$ cat config.mk
export PLATFORM = sky130hd
export DESIGN_NAME = logic_unit_arbiter
export DESIGN_NICKNAME = d
export VERILOG_FILES = /design/src/rtl/logic_unit_arbiter.sv
export SDC_FILE = /design/constraint.sdc
export NUM_CORES = 1
export LEC_CHECK = 0
export BUFFER_PORTS_ARGS = -buffer_cell sky130_fd_sc_hd__buf_2
export CORE_ASPECT_RATIO = 1.25
export CORE_MARGIN = 1.5
export CORE_UTILIZATION = 56
export DETAILED_ROUTE_END_ITERATION = 8
export PLACE_DENSITY = 0.88
export REMOVE_ABC_BUFFERS = 1
export SYNTH_ARGS = -nofsm -noshare
export SYNTH_HDL_FRONTEND = slang
export SYNTH_SLANG_ARGS = --single-unit
$ cat constraint.sdc
create_clock -name clk -period 2.8 [get_ports clk]
set_input_delay 0.28 -clock clk [delete_from_list [all_inputs] [get_ports clk]]
set_output_delay 0.28 -clock clk [all_outputs]
set_load 0.005 [all_outputs]
$ cat src/rtl/logic_unit_arbiter.sv
// rtl/logic_unit_arbiter.sv - round-robin arbiter sharing one bitwise logic unit between two requesters
// One result register serves both response channels; a grant may reload it on the cycle it drains.
module logic_unit_arbiter #(
  parameter int WIDTH = 32
) (
  input  logic             clk,
  input  logic             rst_n,
  input  logic             req0_valid,
  output logic             req0_ready,
  input  logic [1:0]       req0_op,
  input  logic [WIDTH-1:0] req0_a,
  input  logic [WIDTH-1:0] req0_b,
  input  logic             req1_valid,
  output logic             req1_ready,
  input  logic [1:0]       req1_op,
  input  logic [WIDTH-1:0] req1_a,
  input  logic [WIDTH-1:0] req1_b,
  output logic             resp0_valid,
  input  logic             resp0_ready,
  output logic [WIDTH-1:0] resp0_data,
  output logic             resp1_valid,
  input  logic             resp1_ready,
  output logic [WIDTH-1:0] resp1_data
);

  logic             res_full;
  logic             res_owner;
  logic             last_grant;
  logic [WIDTH-1:0] res_data;

  logic             full_nxt;
  logic             owner_nxt;
  logic             last_nxt;
  logic [WIDTH-1:0] data_nxt;

  logic             drain;
  logic             grant_ok;
  logic             winner;
  logic             accept;

  function automatic logic [WIDTH-1:0] logic_op(input logic [1:0]       op,
                                                input logic [WIDTH-1:0] a,
                                                input logic [WIDTH-1:0] b);
    case (op)
      2'b00:   logic_op = a & b;
      2'b01:   logic_op = a | b;
      2'b10:   logic_op = a ^ b;
      default: logic_op = ~(a | b);
    endcase
  endfunction

  always_ff @(posedge clk or negedge rst_n) begin
    if (!rst_n) begin
      res_full   <= 1'b0;
      res_owner  <= 1'b0;
      last_grant <= 1'b1;
      res_data   <= '0;
    end else begin
      res_full   <= full_nxt;
      res_owner  <= owner_nxt;
      last_grant <= last_nxt;
      res_data   <= data_nxt;
    end
  end

  always_comb begin
    drain     = res_full & (res_owner ? resp1_ready : resp0_ready);
    grant_ok  = ~res_full | drain;
    // Ties go to the requester not granted last; a lone requester always wins.
    winner    = (req0_valid & req1_valid) ? ~last_grant : req1_valid;
    accept    = grant_ok & (req0_valid | req1_valid);
    full_nxt  = res_full;
    owner_nxt = res_owner;
    last_nxt  = last_grant;
    data_nxt  = res_data;
    if (accept) begin
      full_nxt  = 1'b1;
      owner_nxt = winner;
      last_nxt  = winner;
      data_nxt  = winner ? logic_op(req1_op, req1_a, req1_b)
                         : logic_op(req0_op, req0_a, req0_b);
    end else if (drain) begin
      full_nxt = 1'b0;
    end
  end

  always_comb begin
    req0_ready  = accept & ~winner;
    req1_ready  = accept & winner;
    resp0_valid = res_full & ~res_owner;
    resp1_valid = res_full & res_owner;
    resp0_data  = res_data;
    resp1_data  = res_data;
  end

endmodule

==> flow_summary.json <==
{
  "min_period_ns": 2.11,
  "p_total_mw": 2.98,
  "avgSynthCellArea_um2": 8.08,
  "root_buffer": "clkbuf_16",
  "portBuffers": 205,
  "ys_warn_count": 0,
  "hpwl_um": 10000,
  "die_x_um": 95.1,
  "holdBufCountCts": 0,
  "drive_gt1_share_pct": 30.9,
  "hold_class": "primary input to asynchronous set/reset pin",
  "finalCritPeriodShare_pct": 75.4,
  "outcome": "complete, no violations",
  "cts_tree": "done",
  "fin_ws_ns": 0.689,
  "timing.fmax_mhz": 474,
  "grt_setup_unrepaired": "false",
  "netlist.top_cell.by_area": "ha_1",
  "seqPwrFrac_pct": 31.0,
  "setup.worst_path.end_class": "output port",
  "area_growth_pct": 15.0,
  "p_per_area_nw_per_um2": 436,
  "synth-edff-count": 0,
  "dieArea_um2": 11200,
  "critical_path.startpoint_type": "flip-flop",
  "cp_max_fo": 12,
  "synth-simple-area-share_pct": 8.51,
  "drt-total-wl_um": 13100,
  "ys_seq_area_share_pct": 14.8,
  "clock_sinks": 35,
  "vias_per_cell": 5.31,
  "relSlewSlack_pct": 25.9,
  "cts_buffers": 5,
  "ant_nets": 0,
  "synthCells": 735,
  "crit_arrival_ns": 1.83,
  "drv_slew": 0,
  "hold_violations": 0,
  "pre_cts_ws_ns": 0.699,
  "post_cts_buffers": 0,
  "place_congestion": 0.814,
  "routedWlPerCell_um": 13.0,
  "synth_xor_area_share_pct": 0,
  "crit_required_ns": 2.52,
  "grt_pass1_vias": 5195,
  "muxShareOfSynthArea_pct": 12.8,
  "irDropWorstVdd_mv": 0.238,
  "rows": 41,
  "fin_setup_tns_ns": 0,
  "async_flop_share_pct": 100,
  "netlist_area_um2": 5940,
  "yosys-top-cells-area": "ha_1 (27%), dfrtp_1 (14%), inv_1 (8.7%)",
  "p_sw_share_pct": 36.9,
  "clockBufferDepth": 2,
  "io_pins": 206,
  "grt_max_degree": 94,
  "ys_ff_latch": 35,
  "cts_resized": 0,
  "die_y_um": 118,
  "synth_fa_ha_area_share_pct": 27.0,
  "synth_top_family_by_area": "adder cells",
  "vias": 5345,
  "setup_viol": 0,
  "num-nets-final": 1142,
  "combinationalPowerShare_pct": 49.3,
  "grt_usage_pct": 23.5,
  "skew_ns": 0.00619,
  "clockPowerShare_pct": 19.7,
  "synth_compound_area_share_pct": 19.6,
  "globalRouteOverflowTotal": 0,
  "power.switching_mw": 1.10,
  "yosys_most_used_dff": "dfrtp_1",
  "num_antenna_cells": 0,
  "drt-initial-drc-count": 149,
  "p_leak_nw": 4.33,
  "synth_cell_types": 30,
  "worst_pin_slew_ns": 1.11,
  "yosysTopAreaCellShare_pct": 27.0,
  "crit_type": "flip-flop to output port",
  "antenna_found_initial": 0,
  "grt_pass1_wl_um": 21700,
  "power.internal_mw": 1.88,
  "start_util_pct": 58.2,
  "firstDrtPassIters": 4,
  "core_area_um2": 10200,
  "cts_max_level": 2,
  "maxCapViolations": 0,
  "clk-insertion-delay-late_ns": 0.28,
  "drc": 0,
  "clk_pin_slew_ns": 0.06
}
==> cell families (layout without fill, tap and decap cells) <==
logic type / count (synthesis) / after routing
buffers and inverters: 213 / 355
AO/OA/AOI/OAI: 156 / 156
adder cells (fa/ha/maj): 128 / 128
multiplexers: 72 / 72
AND/OR/NAND/NOR: 131 / 131
flip-flops: 35 / 35
==> final timing paths <==
kind,from,to,slack (ns),depth (start not counted)
worst max register to register,res_owner$_DFFE_PN0P_,resp0_data[11]$_DFFE_PN0P_,0.88,3
worst max-delay path,res_owner$_DFFE_PN0P_,req0_ready,0.69,3
worst min register to register,resp0_data[5]$_DFFE_PN0P_,resp0_data[5]$_DFFE_PN0P_,0.53,2
worst min-delay path,rst_n,resp0_data[25]$_DFFE_PN0P_,0.12,1
min in group clk,req0_valid,last_grant$_DFFE_PN1P_,0.25,2
max in group asynchronous,rst_n,resp0_data[19]$_DFFE_PN0P_,2.13,1
==> final cells by class <==
| type | count | area, um2 |
|---|---|---|
| inverter | 138 | 518 |
| clock buffer | 8 | 156 |
| sequential | 35 | 877 |
| tap | 129 | 161 |
| multi-input combinational | 487 | 4030 |
| fill | 868 | 3380 |
| timing repair buffer | 209 | 1090 |
==> worst max-delay path: stages, from the launching register on <==
cell,delay (ns)
dfrtp_1,0.42
mux2i_2,0.24
a221oi_4,0.66
buf_2,0.24
==> layer usage <==
layer / part of all wire (%) / GRT usage (%) / vias to the layer above
li1: - / - / 2691
met1: 40 / 25.7 / 2481
met2: 54 / 45.2 / 157
met3: 3.9 / 2.13 / 16
met5: 0 / 0 / -
met4: 1.6 / 8.21 / 0
==> flip-flops by register name, indices dropped and copies added (netlist names) <==
| register | cells |
|---|---|
| res_full | 1 |
| resp0_data | 32 |
| res_owner | 1 |
| last_grant | 1 |
==> cell usage in the layout (no fill, tap or decap), drive strengths merged, types with 2 or more instances in the layout <==
| master | instances |
|---|---|
| ha | 128 |
| buf | 209 |
| mux2 | 29 |
| o21ai | 58 |
| a221o | 29 |
| o211a | 29 |
| mux2i | 43 |
| nand2 | 97 |
| inv | 138 |
| a221oi | 2 |
| clkbuf | 8 |
| nand3 | 4 |
| dfrtp | 34 |
| o211ai | 6 |
| nor2 | 28 |
| a21oi | 29 |
==> power groups by stage <==
stage	clock (mW)	combinational, mW	sequential, mW
2_1_floorplan	0	0.672	0.938
3_3_place_gp	0	1.44	0.918
3_5_place_dp	0	1.48	0.927
4_1_cts	0.602	1.49	0.921
5_1_grt	0.619	1.65	0.954
6_report	0.588	1.47	0.923
==> per-stage QoR <==
| stage | area [um2] | std cells | hold WS, ns | util (%) |
|---|---|---|---|---|
| after global routing | 6830 | 1006 | 0.186 | 66.9 |
| after global placement | 6670 | 998 | 0.435 | 65.4 |
| after detailed placement | 6670 | 998 | 0.444 | 65.4 |
| after floorplan | 5420 | 660 | -0.0156 | - |
| after CTS | 6830 | 1006 | 0.141 | 66.9 |
| final | 6830 | 1006 | 0.122 | 66.9 |
==> Yosys cell counts (2+ instances only) <==
| cell type | instances |
|---|---|
| inv_1 | 138 |
| nand3_1 | 4 |
| ha_1 | 128 |
| nor2_1 | 28 |
| dfrtp_1 | 34 |
| mux2_2 | 29 |
| a221o_1 | 11 |
| buf_2 | 14 |
| a21oi_1 | 29 |
| a221o_2 | 18 |
| o21ai_0 | 58 |
| o211ai_1 | 6 |
| mux2i_1 | 42 |
| buf_4 | 36 |
| nand2_1 | 97 |
| clkbuf_1 | 10 |
| buf_1 | 4 |
| buf_6 | 8 |
| a221oi_4 | 2 |
| o211a_1 | 29 |
Note: power is estimated with default switching activity, not from simulation.
